$ cat src/rtl/proj4_timer_core.sv
// proj4_timer_core: saturating 0..9999 seconds countdown timer with button adds,
// switch presets, BCD digit outputs and blank/zero flags for a 7-segment driver.
module proj4_timer_core #(
    parameter int TICK_CYCLES = 100000000,
    parameter int ADD_U       = 10,
    parameter int ADD_L       = 180,
    parameter int ADD_R       = 200,
    parameter int ADD_D       = 550,
    parameter int LOAD0       = 15,
    parameter int LOAD1       = 185,
    parameter int FLASH_LIMIT = 200
) (
    input  logic        clk,
    input  logic        rst_n,
    input  logic        pulse_btnu,
    input  logic        pulse_btnl,
    input  logic        pulse_btnr,
    input  logic        pulse_btnd,
    input  logic        sw0,
    input  logic        sw1,
    output logic [13:0] count,
    output logic [3:0]  bcd3,
    output logic [3:0]  bcd2,
    output logic [3:0]  bcd1,
    output logic [3:0]  bcd0,
    output logic        zero,
    output logic        blank
);
    localparam int PW = TICK_CYCLES > 1 ? $clog2(TICK_CYCLES) : 1;

    logic [PW-1:0] presc_q, presc_d;
    logic [13:0]   count_q, count_d;
    logic [15:0]   bcd_q, bcd_d;
    logic          phase_q, phase_d;
    logic          parity_q, parity_d;
    logic          zero_q, zero_d;
    logic          blank_q, blank_d;
    logic          tick, half, load, dec;
    logic [15:0]   add, nxt;

    assign tick = presc_q == PW'(TICK_CYCLES - 1);
    assign half = presc_q == PW'(TICK_CYCLES / 2 - 1);

    always_comb begin
        load     = sw0 | sw1;
        presc_d  = (load || tick) ? '0 : presc_q + 1'b1;
        dec      = tick && count_q != 14'd0;
        add      = (pulse_btnu ? 16'(ADD_U) : 16'd0) + (pulse_btnl ? 16'(ADD_L) : 16'd0)
                 + (pulse_btnr ? 16'(ADD_R) : 16'd0) + (pulse_btnd ? 16'(ADD_D) : 16'd0);
        // 16-bit sum: 9999 + all four adds still fits before saturating
        nxt      = {2'b00, count_q} - {15'd0, dec} + add;
        count_d  = sw0 ? 14'(LOAD0) : sw1 ? 14'(LOAD1) : nxt > 16'd9999 ? 14'd9999 : nxt[13:0];
        phase_d  = load ? 1'b0 : phase_q ^ (tick | half);
        parity_d = parity_q ^ (tick & ~load);
        zero_d   = count_q == 14'd0;
        blank_d  = load ? 1'b0 :
                   count_q == 14'd0 ? phase_q :
                   count_q < 14'(FLASH_LIMIT) ? parity_q & ~phase_q : 1'b0;
        bcd_d    = '0;
        for (int i = 13; i >= 0; i--) begin
            for (int j = 0; j < 4; j++)
                bcd_d[4*j +: 4] = bcd_d[4*j +: 4] > 4'd4 ? bcd_d[4*j +: 4] + 4'd3 : bcd_d[4*j +: 4];
            bcd_d = {bcd_d[14:0], count_q[i]};
        end
    end

    always_ff @(posedge clk or negedge rst_n) begin
        if (!rst_n) begin
            presc_q  <= '0;
            count_q  <= '0;
            bcd_q    <= '0;
            phase_q  <= 1'b0;
            parity_q <= 1'b0;
            zero_q   <= 1'b1;
            blank_q  <= 1'b0;
        end else begin
            presc_q  <= presc_d;
            count_q  <= count_d;
            bcd_q    <= bcd_d;
            phase_q  <= phase_d;
            parity_q <= parity_d;
            zero_q   <= zero_d;
            blank_q  <= blank_d;
        end
    end

    assign count = count_q;
    assign bcd3  = bcd_q[15:12];
    assign bcd2  = bcd_q[11:8];
    assign bcd1  = bcd_q[7:4];
    assign bcd0  = bcd_q[3:0];
    assign zero  = zero_q;
    assign blank = blank_q;
endmodule

$ cat config.mk
export PLATFORM = sky130hd
export DESIGN_NAME = proj4_timer_core
export DESIGN_NICKNAME = d
export VERILOG_FILES = /design/src/rtl/proj4_timer_core.sv
export SDC_FILE = /design/constraint.sdc
export NUM_CORES = 1
export LEC_CHECK = 0
export BUFFER_PORTS_ARGS = -buffer_cell sky130_fd_sc_hd__buf_4
export CAP_MARGIN = 10
export CORE_MARGIN = 8
export CORE_UTILIZATION = 35
export CTS_CLUSTER_DIAMETER = 120
export CTS_CLUSTER_SIZE = 16
export DETAILED_ROUTE_END_ITERATION = 6
export PLACE_DENSITY_LB_ADDON = 0.15
export REMOVE_ABC_BUFFERS = 1
export SLEW_MARGIN = 20
export SYNTH_ARGS = -nofsm -noshare
export SYNTH_HDL_FRONTEND = slang
export SYNTH_SLANG_ARGS = --single-unit
$ cat constraint.sdc
create_clock -name clk -period 7.83 [get_ports clk]
set_input_delay 0.783 -clock clk [delete_from_list [all_inputs] [get_ports clk]]
set_output_delay 0.783 -clock clk [all_outputs]
set_load 0.01 [all_outputs]
-- After elaboration in Yosys (flattened, before gate mapping)
Cells that the tools add are included.
- shift-type cells: 0
- muxes and demuxes: 38
- divide/modulo/power cells: 0
- equality and inequality tests: 2
- $add $sub $neg: 32
- magnitude comparators: 28
- reductions and logical operators: 4
- multipliers: 0
- bitwise logic cells: 8
- operators by type and width (operator ; count):
    $mux W4 ; 25
    $gt A4 B3 Y1 const B ; 22
    $add A4 B2 Y4 const B ; 21
    $mux W14 ; 3
    $add A27 B1 Y27 const B ; 1
    $eq A27 B26 Y1 const B ; 1
    $eq A27 B27 Y1 const B ; 1
    $mux W27 ; 1
    $add A15 B12 Y16 ; 1
    $gt A16 B14 Y1 const B ; 1
    $mux W8 ; 2
    $sub A14 B1 Y15 ; 1
    $logic_not A14 Y1 ; 1
    $lt A14 B8 Y1 const B ; 1
    $reduce_bool A14 Y1 ; 1
    $add A3 B2 Y4 const B ; 3
    $gt A3 B3 Y1 const B ; 4
    $add A10 B10 Y11 ; 1
    $add A9 B8 Y10 ; 1
    $mux W10 ; 1
    $add A4 B8 Y9 ; 1
    $add A3 B2 Y3 const B ; 2
    $mux W3 ; 2
    $mux W1 ; 4
    other kinds (6) ; 10
- logic and storage cells: 119
- register bits after elaboration: 61
- output and inout bits: 32
- input port bits: 8
- memories: 0
- bits in latches: 0
- memory bits (read-only): 0
- RAM bits: 0

-- Logic depth before layout (Yosys ltp)
Gate-level depths: netlist (run 1).
- depth in word-level cells: 22
- mapped depth: 35
- mapped depth without buffers: 31

-- Worst setup path after synthesis (run 1)
OpenSTA, ideal clock, no wires.
- path type: reg-to-reg
- from: register count_q[11] (netlist: count[11])
- to: register bcd_q[7]
- setup slack: 1.004 ns
- stages on the path, launching flop included: 34
- library setup time: 0.127 ns
- buffers on the path: 3
- required time: 7.703 ns
- data arrival time: 6.698 ns
- clock period less this slack: 6.826 ns
- cells stage by stage: dfrtp_1 -> buf_4 -> inv_1 -> ha_1 -> inv_1 -> ha_1 -> and2_1 -> buf_6 -> or4_1 -> o311ai_1 -> o21a_1 -> nand2b_1 -> a32o_1 -> a221oi_2 -> or2_2 -> buf_4 -> nand3_1 -> nand2_1 -> o21ai_0 -> ha_1 -> inv_1 -> nand2_1 -> o211a_1 -> a211oi_1 -> xnor2_1 -> ha_1 -> inv_1 -> a21oi_1 -> mux2_2 -> a21oi_1 -> xor2_1 -> ha_1 -> nor2_1 -> mux2_1
- word-level cells in the longest chain between the ends: 22
- elaborated cells on any way between the ends: 54
- classes of those cells: add/sub (18); order compare (18); mux (18)
- ends and longest elaborated chain (element ; RTL line ; source):
    from (decl) ; 32 ; logic [13:0] count_q, count_d;
    from (signal assigned) ; 78 ; count_q <= count_d;
    $add A3 B2 Y4 / $gt A3 B3 Y1 (equally long branches) ; 62 ; bcd_d[4*j +: 4] = bcd_d[4*j +: 4] > 4'd4 ? bcd_d[4*j +: 4] + 4'd3 : bcd_d[4*j +: 4];
    $mux W4 * ; 62 ;
    $add A4 B2 Y4 / $gt A4 B3 Y1 (equally long branches) ; 62 ;
    $mux W4 ; 62 ;
    $add A4 B2 Y4 / $gt A4 B3 Y1 (equally long branches) ; 62 ;
    $mux W4 ; 62 ;
    $gt A4 B3 Y1 (tied with other cells) ; 62 ;
    $mux W4 ; 62 ;
    [... 7 more ...] ; n/a ;
    $mux W4 ; 62 ;
    $add A4 B2 Y4 / $gt A4 B3 Y1 (equally long branches) ; 62 ;
    $mux W4 ; 62 ;
    $add A4 B2 Y4 / $gt A4 B3 Y1 (equally long branches) ; 62 ;
    $mux W4 ; 62 ;
    $add A4 B2 Y4 / $gt A4 B3 Y1 (equally long branches) ; 62 ;
    $mux W4 * ; 62 ;
    net bcd_d[7] ; 33 ; logic [15:0] bcd_q, bcd_d;
    to (signal assigned) ; 71 ; bcd_q <= '0;
    to (signal assigned) ; 79 ; bcd_q <= bcd_d;
    to (decl) ; 33 ;
The timed path passes the listed nets; every way through them passes the cells marked *.

-- Worst setup path in the final report (run 1)
Same ends and word-level chain as after synthesis.

==> out/metrics.yaml, run 1 <==
status:
  status: "completed"
global_route:
  grt_max_degree: 62
  grt_pass1_wl_um: 29600
  antenna_found_initial: 0
  gr-total-overflow: 0
  grt_usage_pct: 14.5
  grt_pass1_vias: 5900
drt:
  wire_per_inst_um: 15.1
  drc: 0
  drt_iter0_markers: 335
  totalWireLength_um: 17200
  vias: 6146
  drtPass1Iterations: 5
  vias_per_cell: 5.39
  final_antenna_net_count: 0
timing:
  rsz0062_at_grt: "false"
  finalSetupTns_ns: 0
  max_slew_margin_pct: 40.6
  fin_crit_sh_pct: 92.3
  drv_slew: 0
  clock_skew_ns: 0.0106
  fmax_mhz: 138
  timing.final.ws_setup_ns: 0.602
  max_slew.worst_pin.slew_ns: 0.890
  period_needed_ns: 7.23
  finalHoldViolCount: 0
  whs_ns: 0.473
  setup_violations: 0
synthesis:
  muxShareOfSynthArea_pct: 3.08
  synth.area.top_cells: "dfrtp_1, ha_1, xnor2_1"
  synth_edf_count: 0
  synthXorXnorAreaFrac_pct: 10.8
  synthAdderAreaFrac_pct: 8.06
  yosysSeqAreaShare_pct: 22.4
  synthCells: 845
  synth_flop_cell: "dfrtp_1"
  async_flop_share_pct: 100
  synth_top_family_by_area: "compound AO/OA/AOI/OAI gates"
  syn-cell-area_um2: 6830
  yosys.area_share.simple_pct: 23.2
  synth_top_area_cell: "dfrtp_1"
  synth_compound_area_share_pct: 27.3
  synth_warnings: 0
  synth_top_area_share_pct: 22.0
  avgSynthCellArea_um2: 8.09
  ys_ff_latch: 61
  yosysUniqueCellTypes: 106
place:
  hpwlAfterDp_um: 12700
  pre_cts_ws_ns: 0.180
  port_buffers: 39
  gp_congestion: 0.833
  dpl_cell_area_um2: 7360
power_and_ir_drop:
  vdd.ir_drop.worst_mv: 0.191
  internal_power_mw: 1.39
  comb_power_share_pct: 67.9
  p_per_area_nw_per_um2: 334
  sw_frac_of_total_pct: 46.6
  power_leakage_nw: 3.20
  power_switching_mw: 1.22
  power_frac_clock_pct: 15.7
  seqPwrFrac_pct: 16.4
die:
  ios: 40
  initial_core_util_pct: 35.3
  core_um2: 19300
  die_w_um: 156
  die_height_um: 156
  rows: 51
  die_area_um2: 24300
finish:
  n_antenna_cell: 0
  areaGrowthSynthToFinish_pct: 14.4
  final_util_pct: 40.4
  nNetsFinal: 920
  finalInstanceArea_um2: 7820
  drive_gt1_share_pct: 16.9
clock_tree:
  tritoncts: "yes"
  htree_levels: 3
  clk_pin_slew_ns: 0.06
  clock_sinks: 61
  cts_root_buffer: "clkbuf_16"
  clock_latency_ns: 0.34
  cts_buffers: 9
  cts_buffer_depth: 2
  postCtsHoldBufs: 0
critical_path:
  cpPeakStageDelay_ns: 0.54
  cp.required_ns: 8.04
  cp.arrival_ns: 7.44
  critPathMaxFanout: 13
  endpoint_kind: "register"
  crit_type: "register to register"
  setup.worst_path.start_class: "register"
  cpMaxStageDelayCell: "or4_1"
run:
  maxCapViolCount: 0
min_path:
  holdCritPathClass: "register to register"
-- synthesized netlist by cell type (6+ instances only) --
cell / instances
o21ai_1: 12
or3_1: 10
a21o_1: 12
nand3_1: 30
o21bai_1: 10
nand2b_1: 13
xnor2_1: 42
mux2i_1: 12
buf_4: 6
buf_2: 12
dfrtp_1: 60
and3_1: 17
a21oi_1: 50
or2_2: 6
inv_1: 30
xor2_1: 36
nor2_1: 85
a211oi_1: 9
clkbuf_1: 23
nor4_1: 10
a31oi_1: 6
nor2b_1: 10
nand4_1: 8
o21a_1: 6
or4_1: 6
ha_1: 40
o21ai_0: 39
nor3_1: 28
nand2_1: 66
o211ai_1: 10
-- flip-flops by register name (all words and copies together) (netlist names) --
name	count
presc_q	27
parity_q	1
phase_q	1
bcd_q	16
blank	1
zero	1
count	14
-- cells by family after synthesis --
kind of cell / Yosys count
compound gates: 246
xor+xnor: 81
fa+ha+maj: 43
buf+inv: 78
flops: 61
mux: 19
simple gates: 317
-- layout by cell type, fill, tap and decap left out, drive strengths merged, types with 7 or more instances in the layout --
master	instances
dfrtp	60
nand4	8
buf	59
o211ai	10
xor2	37
nand2	67
clkbuf	9
o21ai	55
nor2	88
a31oi	10
nor4	10
nor3	29
a211oi	11
or3	10
mux2i	12
nor2b	10
a221oi	8
and3	18
mux2	7
a21oi	52
inv	33
xnor2	43
ha	40
nand3	32
o21bai	11
nand2b	13
or2	8
a21o	12
-- power by group through the flow --
stage,registers [mW],clock network [mW],logic (mW)
6_report,0.429,0.411,1.77
5_1_grt,0.437,0.432,2.00
4_1_cts,0.429,0.419,1.76
3_5_place_dp,0.434,0,1.75
3_3_place_gp,0.434,0,1.74
2_1_floorplan,0.438,0,1.34
-- cell type report --
class                      count  area (um^2)
clock buffer                   9          225
clock inverter                 7         83.8
fill                        2029        11500
inverter                      32          120
multi-input combinational    707         5090
sequential                    61         1530
tap                          265          332
timing repair buffer          59          443
-- critical path, delay by kind of cell (launching register included) --
kind	cells	cell delay, ns
xor+xnor	2	0.45
mux	2	0.73
compound gates	9	1.97
simple gates	8	1.70
flops	1	0.51
buf+inv	4	0.43
fa+ha+maj	5	1.31
-- stage by stage --
step	power (mW)	cells
finish	2.61	1140
global route	2.86	1140
CTS	2.61	1137
detailed placement	2.19	1121
global placement	2.17	1121
floorplan	1.78	799
-- what timing repair did --
item                       in CTS  in global routing
setup endpoints to repair       0                 14
gates resized for setup         0                 23
buffers inserted                0                  2
-- worst paths after layout --
path                                      from  slack [ns]  depth (start not counted)                   to
setup reg to reg           count[11]$_DFF_PN0_        0.60                         30   bcd_q[7]$_DFF_PN0_
setup / recovery           count[11]$_DFF_PN0_        0.60                         30   bcd_q[7]$_DFF_PN0_
max in group asynchronous                rst_n        6.75                          1  count[11]$_DFF_PN0_
hold reg to reg             parity_q$_DFF_PN0_        0.47                          1   parity_q$_DFF_PN0_
hold / removal              parity_q$_DFF_PN0_        0.47                          1   parity_q$_DFF_PN0_
min in group asynchronous                rst_n        0.53                          1   bcd_q[4]$_DFF_PN0_
-- layer usage --
layer / share of wire, % / global-route usage, % / vias up
li1: - / - / 3151
met1: 50 / 20.2 / 2898
met2: 46 / 23.0 / 87
met3: 3.3 / 2.33 / 10
met4: 0.94 / 3.28 / 0
met5: 0 / 0 / -
(Power assumes the default switching activity.)
==> inputs of run 2 (changes only) <==
- ABC_AREA: default -> 1
==> run 2 against run 1 <==
Wire length shrank 21%. Worst hold slack lost 0.040 ns. Core utilization is essentially flat. Clock power grew 4.9%. Clock skew shrank 0.0029 ns. Area after synthesis shrank 7.9%. Largest power group unchanged.
==> out/metrics.yaml, run 2 <==
status:
  status: "completed"
critical_path:
  setup.worst_path.start_class: "register"
  cpMaxStageDelayCell: "dfrtp_1"
  cpPeakStageDelay_ns: 0.42  # -0.12 ns
  crit_end: "bcd_q[5]$_DFF_PN0_"
  cp.required_ns: 8.06  # +0.02 ns
  endpoint_kind: "register"
  worstReg2RegStart: "count[12]$_DFF_PN0_"
  critPathMaxFanout: 6  # -7
  r2r-end: "bcd_q[5]$_DFF_PN0_"
  r2r_slack_ns: 1.58  # +0.98 ns
  cp.arrival_ns: 6.48  # -0.96 ns
  crit_type: "register to register"
  crit_top_cell: "nand2_4"
  ff2ff_path_depth: 57  # +90%
  critPathLaunch: "count[12]$_DFF_PN0_"
finish:
  largest_reg_flops: 27  # unchanged
  n_antenna_cell: 0  # unchanged
  multi_input_area_um2: 4190  # -18%
  final_cell_mix: "nand2_1, inv_1, nand3_1, nor2_1, dfrtp_1"
  areaGrowthSynthToFinish_pct: 14.1
  final_cells: 1198  # +5.1%
  register_area_um2: 1530  # about the same
  drive_gt1_share_pct: 20.9  # +4.0 points
  nNetsFinal: 1014  # +10%
  final_common_cell: "nand2_1"
  top_register: "presc_q"
  fillers: 1933  # -4.7%
synthesis:
  synth_flop_cell: "dfrtp_1"
  synth_top_area_share_pct: 23.9  # +1.9 points
  synth_warnings: 0  # unchanged
  syn-cell-area_um2: 6290  # -7.9%
  synth.area.top_cells: "dfrtp_1, nand2_1, ha_1"
  synth_top_area_cell: "dfrtp_1"
  yosysSeqAreaShare_pct: 24.3  # +1.9 points
  yosysMostFrequentCell: "nand2_1"
  synth_common_cells: "nand2_1, inv_1, nand3_1, nor2_1, dfrtp_1"
  synth_edf_count: 0  # unchanged
  async_flop_share_pct: 100  # unchanged
  avgSynthCellArea_um2: 6.86  # -15%
  yosysUniqueCellTypes: 48  # -55%
  synthCells: 917  # +8.5%
  ys_ff_latch: 61  # unchanged
timing:
  max_slew.worst_pin.slew_ns: 0.767  # -0.122 ns
  rsz0062_at_grt: "false"
  max_slew_margin_pct: 48.3  # +7.8 points
  fmax_mhz: 160  # +16%
  setup_violations: 0  # unchanged
  drv_slew: 0  # unchanged
  finalSetupTns_ns: 0  # unchanged
  clock_skew_ns: 0.00771  # -0.00293 ns
  finalHoldViolCount: 0  # unchanged
  fin_crit_sh_pct: 79.9  # -12 points
  period_needed_ns: 6.25  # -0.976 ns
die:
  core_um2: 17800  # -8.0%
  ios: 40  # unchanged
  die_height_um: 150  # -3.6%
  initial_core_util_pct: 35.4  # +0.052 points
  die_area_um2: 22500  # -7.1%
  die_w_um: 150  # -3.6%
  rows: 49  # -3.9%
clock_tree:
  tritoncts: "yes"
  postCtsHoldBufs: 0  # unchanged
  postCtsSetupRepairBufs: 0  # unchanged
  cts_buffer_depth: 2  # unchanged
  cts-resized-gates: 0  # unchanged
  htree_levels: 3  # unchanged
  clk_pin_slew_ns: 0.06  # about the same
  clock_latency_ns: 0.34  # about the same
  clock_sinks: 61  # unchanged
  cts_root_buffer: "clkbuf_16"
  cts_buffers: 9  # unchanged
drt:
  final_antenna_net_count: 0  # unchanged
  wire_per_inst_um: 11.3  # -25%
  vias: 5530  # -10%
  drtPass1Iterations: 6  # +1
  totalWireLength_um: 13600  # -21%
  drt_iter0_markers: 262  # -22%
  drc: 0  # unchanged
  vias_per_cell: 4.62  # -14%
global_route:
  grt_usage_pct: 13.2  # -1.3 points
  grt_pass1_wl_um: 24400  # -18%
  antenna_found_initial: 0  # unchanged
  grt_max_degree: 62  # unchanged
  gr-total-overflow: 0  # unchanged
  grt_pass1_vias: 5373  # -8.9%
power_and_ir_drop:
  seqPwrFrac_pct: 12.9  # -3.5 points
  power_leakage_nw: 3.86  # +21%
  p_per_area_nw_per_um2: 450  # +35%
  power_switching_mw: 1.70  # +39%
  power_frac_clock_pct: 13.3  # -2.4 points
  sw_frac_of_total_pct: 52.5  # +5.9 points
  vdd.ir_drop.worst_mv: 0.349  # +82%
  internal_power_mw: 1.53  # +10%
  comb_power_share_pct: 73.8  # +5.9 points
min_path:
  holdCritPathClass: "register to register"
place:
  port_buffers: 39  # unchanged
  hpwlAfterDp_um: 11300  # -11%
  place_inst: 1182  # +5.4%
  gp_congestion: 0.782  # -6.1%
run:
  maxCapViolCount: 0  # unchanged
run 2: cell count changes after synthesis, sizes merged, moves of 22 or more:
| cell | previous run | this run |
|---|---|---|
| clkbuf | 24 | 2 |
| inv | 31 | 141 |
| nand2 | 67 | 316 |
| nand3 | 32 | 114 |
| o21ai | 55 | 28 |
| xnor2 | 43 | 5 |
run 2: through the flow:
| step | hold WS, ns | util, % | worst slack, ns | total power, mW | cell area, um^2 |
|---|---|---|---|---|---|
| 2_1_floorplan | 0.433 | - | 2.12 | 2.42 | 6270 |
| 3_3_place_gp | 0.417 | 38.6 | 1.62 | 2.83 | 6860 |
| 3_5_place_dp | 0.425 | 38.6 | 1.55 | 2.83 | 6860 |
| 4_1_cts | 0.438 | 40.4 | 1.53 | 3.28 | 7180 |
| 5_1_grt | 0.459 | 40.4 | 0.876 | 3.63 | 7180 |
| 6_report | 0.433 | 40.4 | 1.58 | 3.23 | 7180 |
run 2: logic make-up (layout without fill, tap and decap cells):
group | Yosys count | after routing | share of synthesized area, %
mux | 2 | 2 | 0.338
xor+xnor | 33 | 33 | 4.89
simple gates | 548 | 548 | 45.0
fa+ha+maj | 42 | 42 | 8.59
buf+inv | 150 | 202 | 9.22
flops | 61 | 61 | 24.3
compound gates | 81 | 81 | 7.71
run 2: how the worst min path moves through the flow:
stage	depth (start not counted)	end	slack [ns]	from
after floorplan	1	presc_q[0]$_DFF_PN0_	0.43	presc_q[0]$_DFF_PN0_
after global placement	0	bcd_q[0]$_DFF_PN0_	0.42	count[0]$_DFF_PN0_
after detailed placement	0	bcd_q[0]$_DFF_PN0_	0.42	count[0]$_DFF_PN0_
after CTS	0	bcd_q[0]$_DFF_PN0_	0.44	count[0]$_DFF_PN0_
after global routing	0	bcd_q[0]$_DFF_PN0_	0.46	count[0]$_DFF_PN0_
final	0	bcd_q[0]$_DFF_PN0_	0.43	count[0]$_DFF_PN0_
run 2: power by group through the flow:
| stage | clock, mW | sequential [mW] | combinational (mW) |
|---|---|---|---|
| after floorplan | 0 | 0.427 | 1.99 |
| after global routing | 0.453 | 0.422 | 2.76 |
| after CTS | 0.442 | 0.417 | 2.42 |
| final | 0.431 | 0.416 | 2.39 |
| after detailed placement | 0 | 0.422 | 2.41 |
| after global placement | 0 | 0.422 | 2.41 |
run 2: metal layers:
layer  vias to the layer above  part of all wire [%]  track usage, %
met5                         -                     0               0
met4                         0                  0.90            3.15
met3                        12                   2.8            2.68
met2                        46                    47            22.6
met1                      2461                    49            16.6
li1                       3011                     -               -
run 2: layout make-up:
class                           instances  area share, %
Clock buffer                           10           3.33
Inverter                              146           7.77
Tap cell                              229           3.99
Clock inverter                          6           1.20
Sequential cell                        61           21.3
Multi-Input combinational cell        706           58.3
Timing Repair Buffer                   40           4.18
run 2: worst max-delay path, delay by kind of cell (launching register included):
family	cells	cell delay, ns
adder cells (fa/ha/maj)	6	1.25
buffers and inverters	11	0.93
flip-flops	1	0.42
AND/OR/NAND/NOR	40	3.57
==> inputs of run 3 (changes only) <==
- clock period: 7.83 -> 5 ns (I/O delays scaled with it)
==> run 3 against run 2 <==
The flow now finishes with violations (setup timing). Clock power increased by 68%. Sequential share of layout area decreased by 5.8 points. Largest power group unchanged. Highest routed layer unchanged. Count of clock-buffer cells in the layout increased by 2. Critical path type unchanged. Cell count increased by 19%. Critical endpoint unchanged. Critical path depth decreased by 7. Clock skew decreased by 0.0025 ns. Maximum frequency increased by 20%. Worst hold slack got worse by 0.22 ns. Setup slack got worse by 1.8 ns. Core utilization increased by 15 points. Global-route usage increased by 1.7 points.
==> out/metrics.yaml, run 3 (synthesis results as in run 2) <==
clock_tree:
  clock_sinks: 61  # unchanged
  cts_buffer_depth: 2  # unchanged
  clock_latency_ns: 0.34  # about the same
  tritoncts: "yes"
  postCtsHoldBufs: 0  # unchanged
  cts_buffers: 9  # unchanged
  htree_levels: 3  # unchanged
  clk_pin_slew_ns: 0.05  # about the same
  cts_root_buffer: "clkbuf_16"
timing:
  rsz0062_at_grt: "true"
  fmax_mhz: 191  # +20%
  clock_skew_ns: 0.00518  # -0.00253 ns
  drv_slew: 0  # unchanged
  max_slew.worst_pin.slew_ns: 0.802  # +0.0353 ns
  finalHoldViolCount: 0  # unchanged
  fin_crit_sh_pct: 105  # +25 points
  max_slew_margin_pct: 46.5  # -1.8 points
  whs_ns: 0.211  # -0.222 ns
  timing.final.ws_setup_ns: -0.231  # -1.81 ns
  setup_violations: 15  # +15
  period_needed_ns: 5.23  # -1.02 ns
critical_path:
  path_buf_inv: 11  # unchanged
  r2r_slack_ns: -0.23  # -1.81 ns
  cpMaxStageDelayCell: "dfrtp_1"
  cp.depth: 50  # -12%
  critPathLaunch: "count[11]$_DFF_PN0_"
  cp_top_family: "simple AND/OR/NAND/NOR gates"
  endpoint_kind: "register"
  setup.worst_path.start_class: "register"
  cp.arrival_ns: 5.46  # -1.02 ns
  worstReg2RegStart: "count[11]$_DFF_PN0_"
  cpPeakStageDelay_ns: 0.38  # -0.04 ns
  cp.required_ns: 5.23  # -2.83 ns
  critPathMaxFanout: 6  # unchanged
  ff2ff_path_depth: 50  # -12%
  r2r-end: "bcd_q[5]$_DFF_PN0_"
  crit_type: "register to register"
min_path:
  holdCritPathClass: "input port to asynchronous set/reset pin"
global_route:
  grt_pass1_vias: 6410  # +19%
  grt_pass1_wl_um: 27800  # +14%
  grt_usage_pct: 14.8  # +1.7 points
  antenna_found_initial: 0  # unchanged
  grt_max_degree: 62  # unchanged
  gr-total-overflow: 0  # unchanged
drt:
  totalWireLength_um: 16500  # +21%
  vias: 6583  # +19%
  drtPass1Iterations: 4  # -2
  final_antenna_net_count: 0  # unchanged
  drc: 0  # unchanged
  vias_per_cell: 4.61  # -0.13%
  wire_per_inst_um: 11.5  # +1.7%
  drt_iter0_markers: 231  # -12%
finish:
  nNetsFinal: 1244  # +23%
  final_util_pct: 55.4  # +15 points
  drive_gt1_share_pct: 47.3  # +26 points
  top_register: "presc_q"
  final_common_cell: "buf_4"
  n_antenna_cell: 0  # unchanged
  final_cell_mix: "buf_4, nand2_1, inv_1, nand2_2, nand3_1"
  largest_reg_flops: 27  # unchanged
  areaGrowthSynthToFinish_pct: 56.6
power_and_ir_drop:
  vdd.ir_drop.worst_mv: 0.807  # +130%
  power_leakage_nw: 5.11  # +32%
  p_per_area_nw_per_um2: 745  # +65%
die:
  die_area_um2: 22500  # unchanged
  ios: 40  # unchanged
  die_w_um: 150  # unchanged
  rows: 49  # unchanged
  die_height_um: 150  # unchanged
  initial_core_util_pct: 35.4  # unchanged
  core_um2: 17800  # unchanged
place:
  gp_congestion: 0.801  # +2.4%
  port_buffers: 39  # unchanged
  hpwlAfterDp_um: 12100  # +7.2%
status:
  violations: "setup timing"
  status: "finished with violations"
run:
  maxCapViolCount: 0  # unchanged
==> run 3: cell count changes in the layout (fill, tap and decap cells not counted), sizes merged <==
cell | before | now
clkbuf | 10 | 12
bufinv | 2 | 3
clkinv | 8 | 4
buf | 40 | 270
inv | 141 | 143
clkinvlp | 1 | 0
==> run 3: report_power, final <==
part,total (mW),switching (mW),internal (mW)
logic,5.99,3.17,2.82
clock network,0.723,0.223,0.500
registers,0.625,0.0297,0.595
==> run 3: per-stage QoR <==
stage | instance area, um^2 | TNS [ns] | total power, mW | cells | setup WS [ns]
2_1_floorplan | 6270 | -6.74 | 3.79 | 913 | -0.709
3_3_place_gp | 8110 | -6.45 | 5.41 | 1349 | -0.509
3_5_place_dp | 8110 | -8.40 | 5.46 | 1349 | -0.664
4_1_cts | 9310 | -1.28 | 7.02 | 1408 | -0.157
5_1_grt | 9850 | -7.34 | 8.05 | 1428 | -0.563
6_report | 9850 | -2.08 | 7.34 | 1428 | -0.231
==> run 3: worst max-delay path by stage <==
stage | slack (ns) | endpoint
floorplan | -0.71 | bcd_q[5]$_DFF_PN0_
detailed placement | -0.66 | bcd_q[5]$_DFF_PN0_
finish | -0.23 | bcd_q[5]$_DFF_PN0_
CTS | -0.16 | bcd_q[5]$_DFF_PN0_
global route | -0.56 | bcd_q[5]$_DFF_PN0_
global placement | -0.51 | bcd_q[5]$_DFF_PN0_
==> run 3: cell type report <==
type	count	area, um^2
clock buffers	12	246
fillers	1695	7930
inverters	146	581
multi-input cells	706	5050
repair buffers	270	2060
clock inverters	4	95.1
well taps	229	287
flip-flops and latches	61	1530
==> run 3: repair_timing <==
action,CTS,global route
buffers inserted,43,20
endpoints found under the setup margin,27,28
gates resized for setup,137,94
cloned,0,0
pin swaps,94,77
==> run 3: routing by layer <==
| metal | part of all wire, % | track usage, % | wire length (um) | vias up |
|---|---|---|---|---|
| met4 | 1.5 | 3.70 | 245 | 0 |
| met5 | 0 | 0 | 0 | - |
| met2 | 53 | 27.1 | 8680 | 69 |
| met3 | 3.2 | 2.89 | 525 | 20 |
| li1 | - | - | - | 3475 |
| met1 | 43 | 17.4 | 7020 | 3019 |
